File: src/rtl/sync_debounce_bank.sv
// ---------------------------------------------------------------------------
// sync_debounce_bank: per-channel flop synchroniser + stability filter with
// registered rise/fall/any_edge pulses for asynchronous boundary inputs.
// Revision: 1.0
// ---------------------------------------------------------------------------
`default_nettype none

module sync_debounce_bank #(
  parameter int               WIDTH    = 4,
  parameter int               STAGES   = 2,
  parameter int               DEBOUNCE = 4,
  parameter logic [WIDTH-1:0] RST_VAL  = {WIDTH{1'b0}}
) (
  input  logic             clk,
  input  logic             n_rst,
  input  logic [WIDTH-1:0] async_in,
  output logic [WIDTH-1:0] sync_out,
  output logic [WIDTH-1:0] stable_out,
  output logic [WIDTH-1:0] rise,
  output logic [WIDTH-1:0] fall,
  output logic             any_edge
);

  localparam int               CNT_W   = (DEBOUNCE > 1) ? $clog2(DEBOUNCE) : 1;
  localparam logic [CNT_W-1:0] CNT_MAX = CNT_W'(DEBOUNCE - 1);

  logic [WIDTH-1:0] sync_d [STAGES];
  logic [WIDTH-1:0] sync_q [STAGES];

  logic [CNT_W-1:0] cnt_d [WIDTH];
  logic [CNT_W-1:0] cnt_q [WIDTH];

  logic [WIDTH-1:0] stable_d, stable_q;
  logic [WIDTH-1:0] rise_d, rise_q;
  logic [WIDTH-1:0] fall_d, fall_q;
  logic             any_edge_d, any_edge_q;

  // Plain shift chain: only stage 0 ever sees the asynchronous input.
  always_comb begin
    sync_d[0] = async_in;
    for (int k = 1; k < STAGES; k++) begin
      sync_d[k] = sync_q[k-1];
    end
  end

  always_ff @(posedge clk or negedge n_rst) begin
    if (!n_rst) begin
      for (int k = 0; k < STAGES; k++) begin
        sync_q[k] <= RST_VAL;
      end
    end else begin
      for (int k = 0; k < STAGES; k++) begin
        sync_q[k] <= sync_d[k];
      end
    end
  end

  assign sync_out = sync_q[STAGES-1];

  // A mismatch must be seen on DEBOUNCE consecutive edges before it is taken.
  always_comb begin
    stable_d = stable_q;
    rise_d   = '0;
    fall_d   = '0;
    for (int i = 0; i < WIDTH; i++) begin
      cnt_d[i] = '0;
      if (sync_out[i] != stable_q[i]) begin
        if (cnt_q[i] == CNT_MAX) begin
          stable_d[i] = sync_out[i];
          rise_d[i]   = sync_out[i];
          fall_d[i]   = ~sync_out[i];
        end else begin
          cnt_d[i] = cnt_q[i] + CNT_W'(1);
        end
      end
    end
    any_edge_d = |(rise_d | fall_d);
  end

  always_ff @(posedge clk or negedge n_rst) begin
    if (!n_rst) begin
      for (int i = 0; i < WIDTH; i++) begin
        cnt_q[i] <= '0;
      end
      stable_q   <= RST_VAL;
      rise_q     <= '0;
      fall_q     <= '0;
      any_edge_q <= 1'b0;
    end else begin
      for (int i = 0; i < WIDTH; i++) begin
        cnt_q[i] <= cnt_d[i];
      end
      stable_q   <= stable_d;
      rise_q     <= rise_d;
      fall_q     <= fall_d;
      any_edge_q <= any_edge_d;
    end
  end

  assign stable_out = stable_q;
  assign rise       = rise_q;
  assign fall       = fall_q;
  assign any_edge   = any_edge_q;

endmodule

`default_nettype wire

File: config.mk
export PLATFORM = sky130hd
export DESIGN_NAME = sync_debounce_bank
export DESIGN_NICKNAME = d
export VERILOG_FILES = /design/src/rtl/sync_debounce_bank.sv
export SDC_FILE = /design/constraint.sdc
export NUM_CORES = 1
export LEC_CHECK = 0
export ABC_AREA = 1
export CAP_MARGIN = 20
export CORE_UTILIZATION = 41
export DETAILED_ROUTE_END_ITERATION = 7
export PLACE_DENSITY = 0.67
export SYNTH_ARGS = -nofsm -noshare
export SYNTH_HDL_FRONTEND = slang
export SYNTH_SLANG_ARGS = --single-unit
File: constraint.sdc
create_clock -name clk -period 1.2 [get_ports clk]
set_input_delay 0.12 -clock clk [delete_from_list [all_inputs] [get_ports clk]]
set_output_delay 0.12 -clock clk [all_outputs]
set_load 0.02 [all_outputs]
Word-level counts from Yosys, hierarchy flattened --
Index checks and enable logic that the tools add are counted.
Word-level totals: output and inout port bits 17, logic and storage cells 59, bits of input ports 6, register bits 29
Cells by class: eq/ne operators 8, reductions and logical operators 5, multiplexer cells 24, add/subtract/negate cells 4, bitwise gates (word level) 5
Operator list (count):
- $mux W1 | 16
- $mux W2 | 8
- $add A2 B1 Y2 const B | 4
- $eq A2 B2 Y1 const B | 4
- $reduce_and A2 Y1 | 4
- $ne A1 B1 Y1 | 4
- $not A1 Y1 | 4
- $or A4 B4 Y4 | 1
- $reduce_or A4 Y1 | 1

Depth between registers and ports, before layout --
Gate-level depths: netlist of the first run.
word-level depth 5, depth in mapped cells 5, mapped depth without buffers 5

Worst setup path after synthesis of the first run --
OpenSTA, ideal clock, no wires.
path kind reg-to-reg, from register cnt_q[0] (netlist bit), to register any_edge_q, in the netlist any_edge, path buffers 0, arrival 910 ps, stages on the path, launching flop included 6, library setup time 119 ps, data required time 1081 ps, path slack 171 ps, period minus slack after synthesis 1029 ps, cells stage by stage dfrtp_1 > ha_1 > nand3_1 > nand2_1 > nor2_1 > nand2_1
On the way: word-level cells in the longest chain between the ends 5, elaborated cells on any way between the ends 7, classes of those cells 1 x eq/ne; 4 x mux; 1 x bitwise; 1 x reduce/logical
RTL lines:
- start: declaration | RTL line 31 | logic [CNT_W-1:0] cnt_q [WIDTH];
- start signal: indexed assignment | RTL line 91 | cnt_q[i] <= cnt_d[i];
- $eq A2 B2 Y1 * | RTL line 68 | if (cnt_q[i] == CNT_MAX) begin
- $mux W1 | RTL line 68
- $mux W1 | RTL line 67 | if (sync_out[i] != stable_q[i]) begin
- $or A4 B4 Y4 * | RTL line 77 | any_edge_d = |(rise_d | fall_d);
- $reduce_or A4 Y1 * | RTL line 77
- via any_edge_d | RTL line 36 | logic any_edge_d, any_edge_q;
- end signal: assignment | RTL line 96 | any_edge_q <= any_edge_d;
- end: declaration | RTL line 36
Mark *: on every way through the listed nets, which the timed path passes. The rest lies on a longest branch. A chain may end at the register's enable or synchronous reset.

Worst setup path in the final report of the first run --
from register sync_q, in the netlist sync_out[0], to output port sync_out[0]
RTL lines:
- start: declaration | RTL line 28 | logic [WIDTH-1:0] sync_q [STAGES];
- start signal: indexed assignment | RTL line 53 | sync_q[k] <= sync_d[k];
- end: declaration | RTL line 17 | output logic [WIDTH-1:0] sync_out,
No word-level cell between the ends.

==> results of run 1 <==
[power groups by stage]
stage | combinational (mW) | clock [mW] | sequential (mW)
2_1_floorplan | 0.375 | 0 | 1.49
5_1_grt | 0.973 | 0.652 | 1.37
6_report | 0.864 | 0.569 | 1.34
3_5_place_dp | 0.935 | 0 | 1.36
4_1_cts | 0.874 | 0.606 | 1.34
3_3_place_gp | 0.891 | 0 | 1.33
[registers in the layout (all words and copies together) (netlist names)]
name	flops
sync_out	4
any_edge	1
stable_out	4
fall	4
rise	4
sync_d	4
cnt_q	8
[final timing paths]
check,slack (ns),start,endpoint,cells after the start
max,0.05,sync_out[0],sync_out[0],1
min,0.16,n_rst,stable_out[0],2
max reg2reg,0.11,cnt_q[4],any_edge,5
min reg2reg,0.36,sync_d[2],sync_out[2],0
max in group asynchronous,0.88,n_rst,cnt_q[0],2
min in group clk,0.24,async_in[2],sync_d[2],1
[area by class of cell]
type	count	area share [%]
clock buffers	7	3.76
inverters	20	5.13
multi-input cells	43	20.6
flip-flops and latches	29	49.6
well taps	30	2.56
repair buffers	30	18.4
[per-layer routing]
metal | GRT usage, % | up-vias
met3 | 5.93 | 5
met1 | 16.4 | 335
li1 | - | 350
met5 | 0 | -
met4 | 11.8 | 0
met2 | 24.0 | 24
[layout by cell type, fill, tap and decap left out]
| cell | synthesis | layout |
|---|---|---|
| nor2_1 | 6 | 6 |
| clkbuf_4 | 0 | 5 |
| o21ai_0 | 4 | 4 |
| clkdlybuf4s15_1 | 0 | 1 |
| clkdlybuf4s50_1 | 0 | 5 |
| nor3_2 | 4 | 4 |
| clkbuf_8 | 0 | 1 |
| nand3_1 | 8 | 8 |
| inv_1 | 20 | 20 |
| clkbuf_1 | 0 | 1 |
| ha_2 | 0 | 4 |
| xnor2_1 | 4 | 4 |
| clkbuf_2 | 0 | 1 |
| dfrtp_1 | 29 | 29 |
| buf_12 | 0 | 1 |
| buf_4 | 0 | 7 |
| dlygate4sd2_1 | 0 | 15 |
| ha_1 | 8 | 4 |
| nand2_1 | 9 | 9 |
[logic make-up after synthesis]
| family | count (synthesis) |
|---|---|
| xor gates and xnor gates | 4 |
| DFF | 29 |
| adders and majority gates | 8 |
| buffers and inverters | 20 |
| AOI/OAI and AO/OA | 4 |
| and+or+nand+nor | 27 |
[repair_timing]
action,CTS,global route
gates resized for setup,18,6
endpoints found under the setup margin,17,3
hold endpoints to repair,0,0
[metrics by stage]
stage | area [um2] | instances | hold slack [ns] | power, mW
final | 1460 | 159 | 0.161 | 2.77
after detailed placement | 1420 | 152 | 0.337 | 2.29
after CTS | 1460 | 159 | 0.148 | 2.82
after global routing | 1460 | 159 | 0.148 | 2.99
after global placement | 1420 | 152 | 0.335 | 2.23
after floorplan | 1090 | 92 | -0.176 | 1.86
==> qor.csv, run 1 <==
metric;value;unit
outcome;completed;
count leader, synth;dfrtp_1;
CTS tree;built;
switching share of power;33.1;%
post-route clock skew;0.00536;ns
Vias;714;
switching power;0.916;mW
Initial Util;43.7;%
synth top area cells;dfrtp_1 (66%), ha_1 (9.2%), inv_1 (6.9%), nand3_1 (3.7%), nor3_2 (3.7%);
Slew Limit Fails;0;
CP Data Arrival Time;1.03;ns
Startpoint Class;flop;
Comb pwr share;31.2;%
pre-CTS WS;0.0859;ns
sequential element share of the synthesized area;66.4;%
Fillers;222;
initial antenna violation count;0;
Skew-Pair Late Insertion Delay;0.31;ns
total track usage;15.2;%
DRT Pass-1 Iters;3;
Reg power frac;48.2;%
synthesized area;1090;um2
Synth Flop Type;dfrtp_1;
Rows;18;
sequential cell area;726;um2
clock buffer count from CTS;5;
Initial DRC Count;5;
commonest cells in the netlist;dfrtp_1 (29), inv_1 (20), nand2_1 (9);
main combinational cell family by area after synthesis;simple AND/OR/NAND/NOR gates;
DPL Wire Length;1.27;mm
GPL Wtd Cong;0.717;
met3 WL;109;um
syn_nets;106;
Routed Wire Length;1.71;mm
HP Class;in2async;
cts hold-fix bufs;0;
CTS sink cnt;29;
Chip Width;53.6;um
Total Negative Setup Slacks;0;ns
worst path cell trace;dlygate4sd2_1;
clock buffer depth;2;
CP max FO;2;
Remaining DRCs;0;
Inserted Diodes;0;
met1 wire length;762;um
Vias/cell;4.49;
RSZ-0062 raised after global routing;false;
core region area;2500;um2
CP required;1.08;ns
delay of the slowest critical-path stage;0.39;ns
final worst path period share;95.5;%
post-synth top area share;66.4;%
area of the multi-input gates;302;um2
DR top layer;met4;
Post-Synth XOR/XNOR Area;3.21;%
num ports;23;
Worst Tran Pin Value;0.272;ns
CP max stage cell;dfrtp_1;
ys async rst share;100;%
CTS H-tree lvls;2;
Synth area leader;dfrtp_1;
flops & latches, synth;29;
Crit. End Element;output pin;
routed length on met2;798;um
Worst Path Buf+Inv;1;
CP delay by family, top;flip-flops;
post-synthesis compound-gate area fraction;1.83;%
die area;2870;um2
Area Overhead vs Synth;34.0;%
max-cap violations;0;
FMAX;872;MHz
# nets final;143;
PnR worst setup slack;0.0536;ns
Final Util;58.6;%
final count of hold timing violations;0;
clk root buf;clkbuf_4;
Post-synth EDFFs;0;
layout cells sized above 1;17.8;%
Clk pwr share;20.5;%
area share of fa/ha/maj cells after synthesis;9.16;%
post-synthesis cell type count;9;
# setup viols final;0;
clock-pin slew on the worst setup and hold paths;0.08;ns
relative slew slack;81.7;%
internal power;1.85;mW
Max VDD drop;0.00100;V
largest net degree at the start of global routing;30;
Die H;53.6;um
Lkg Pwr;0.861;nW
Mapped Cells;92;
number of global-route vias before repair;703;
PortBufs;22;
syn avg cell area;11.9;um2
YS warnings;0;
first-pass GRT wire length;2.86;mm
mux contribution to synthesized area;0;%
gr ovfl total;0;
min Tclk post-route;1.15;ns
WL/cell;10.7;um
WS Path Type;reg2out;
remaining antenna violation count;0;
Simple-Gate Fraction of Synth Area;12.5;%
Post-CTS Repair Setup Buffers;0;
Power Density;1890;nW/um2
(Power assumes the default switching activity.)
==> inputs of run 2 (changes only) <==
--- a/config.mk
+++ b/config.mk
@@ -10,6 +10,8 @@
 export CORE_UTILIZATION = 41
 export DETAILED_ROUTE_END_ITERATION = 7
 export PLACE_DENSITY = 0.67
+export SETUP_SLACK_MARGIN = 0.15
+export SLEW_MARGIN = 20
 export SYNTH_ARGS = -nofsm -noshare
 export SYNTH_HDL_FRONTEND = slang
 export SYNTH_SLANG_ARGS = --single-unit
==> constraint.sdc (replaced) <==
create_clock -name clk -period 1.2 [get_ports clk]
set_input_delay 0.18 -clock clk [delete_from_list [all_inputs] [get_ports clk]]
set_output_delay 0.18 -clock clk [all_outputs]
set_load 0.02 [all_outputs]
==> qor.csv, run 2 (synthesized netlist as in run 1, its figures left out) <==
metric;value;unit
outcome;completed;
WL/cell;10.9;um
final count of hold timing violations;0;
Lkg Pwr;0.894;nW
CP required;1.02;ns
DRT Pass-1 Iters;4;
CP max FO;2;
DPL Wire Length;1.17;mm
Worst Tran Pin Value;0.252;ns
# nets final;153;
initial antenna violation count;0;
GPL Wtd Cong;0.709;
Initial DRC Count;10;
core region area;2500;um2
first-pass GRT wire length;2.90;mm
Startpoint Class;flop;
Fillers;205;
CP max stage cell;dfrtp_1;
largest net degree at the start of global routing;30;
FMAX;952;MHz
relative slew slack;83.1;%
number of global-route vias before repair;702;
WS Path Type;reg2out;
Chip Width;53.6;um
Skew-Pair Late Insertion Delay;0.32;ns
Remaining DRCs;0;
max-cap violations;0;
delay of the slowest critical-path stage;0.41;ns
Initial Util;43.7;%
Power Density;1930;nW/um2
clock-pin slew on the worst setup and hold paths;0.09;ns
CP delay by family, top;flip-flops;
CTS H-tree lvls;2;
min Tclk post-route;1.05;ns
Crit. End Element;output pin;
Vias;751;
worst path cell trace;buf_6;
CTS sink cnt;29;
clk root buf;clkbuf_4;
commonest non-fill, non-tap cells in the layout;dfrtp_1 (29), inv_1 (20), buf_4 (17);
Inserted Diodes;0;
Area Overhead vs Synth;49.9;%
final instance area;1640;um2
HP Class;in2async;
Rows;18;
commonest non-fill, non-tap cell in the layout;dfrtp_1;
max FFs per register;8;
Reg2Reg Depth;5;
Most flops, register;cnt_q;
layout cells sized above 1;42.4;%
Die H;53.6;um
final worst path period share;87.6;%
dpl cell area;1430;um2
clock buffer count from CTS;5;
CP Data Arrival Time;0.87;ns
Routed Wire Length;1.85;mm
clock buffer depth;2;
CP Depth;1;
Slew Limit Fails;0;
RSZ-0062 raised after global routing;true;
Total Negative Setup Slacks;0;ns
PortBufs;22;
gr ovfl total;0;
# setup viols final;0;
Max VDD drop;0.00117;V
cts hold-fix bufs;0;
total track usage;15.6;%
num ports;23;
die area;2870;um2
Vias/cell;4.44;
remaining antenna violation count;0;
Worst Path Buf+Inv;1;
CTS tree;built;
post-route clock skew;0.00685;ns
run 2: cell count changes in the layout (fill, tap and decap cells not counted), moves of 2 or more:
cell	previous run	this run
buf_6	0	16
dlygate4sd2_1	15	0
buf_4	7	17
nand3_1	8	2
nand3_2	0	6
ha_1	4	0
ha_2	4	6
ha_4	0	2
run 2: what timing repair did:
item                       CTS  global route
pin swaps                    4             3
setup endpoints to repair   18            18
cloned                       0             0
setup buffers                6             3
resized for setup           90            27
run 2: report_power, final:
part | total [mW] | internal (mW) | switching [mW] | leakage (nW)
logic | 1.21 | 0.648 | 0.560 | 0.491
registers | 1.37 | 1.19 | 0.178 | 0.371
clock network | 0.585 | 0.276 | 0.309 | 0.0314
run 2: stage by stage:
step                      util [%]  power, mW  worst slack (ns)  hold slack, ns  instances
after floorplan                  -       1.86             0.171          -0.116         92
after global placement        57.2       2.24            0.0351           0.336        153
after detailed placement      57.2       2.28            0.0254           0.339        153
after CTS                     61.1       3.01             0.140           0.206        166
after global routing          65.5       3.40            0.0928           0.203        169
final                         65.5       3.16             0.149           0.211        169
run 2: worst paths after layout:
kind	startpoint	to	slack, ns
max	stable_out[1]	stable_out[1]	0.15
min in group clk	async_in[1]	sync_d[1]	0.29
min reg2reg	sync_d[2]	sync_out[2]	0.36
max reg2reg	cnt_q[6]	any_edge	0.17
max in group asynchronous	n_rst	sync_out[0]	0.83
min	n_rst	cnt_q[0]	0.21
run 2: layout make-up:
class / count / area, um2 / share of cell area [%]
multi-input combinational: 43 / 362 / 22.1
timing repair buffer: 40 / 383 / 23.4
sequential: 29 / 726 / 44.3
tap: 30 / 37.5 / 2.29
clock buffer: 7 / 55.1 / 3.36
inverter: 20 / 75.1 / 4.58
run 2: layer usage:
layer	vias up	wire, um	track usage (%)
li1	373	-	-
met1	346	813	17.0
met2	26	867	23.8
met3	6	133	9.60
met4	0	31	7.46
met5	-	0	0
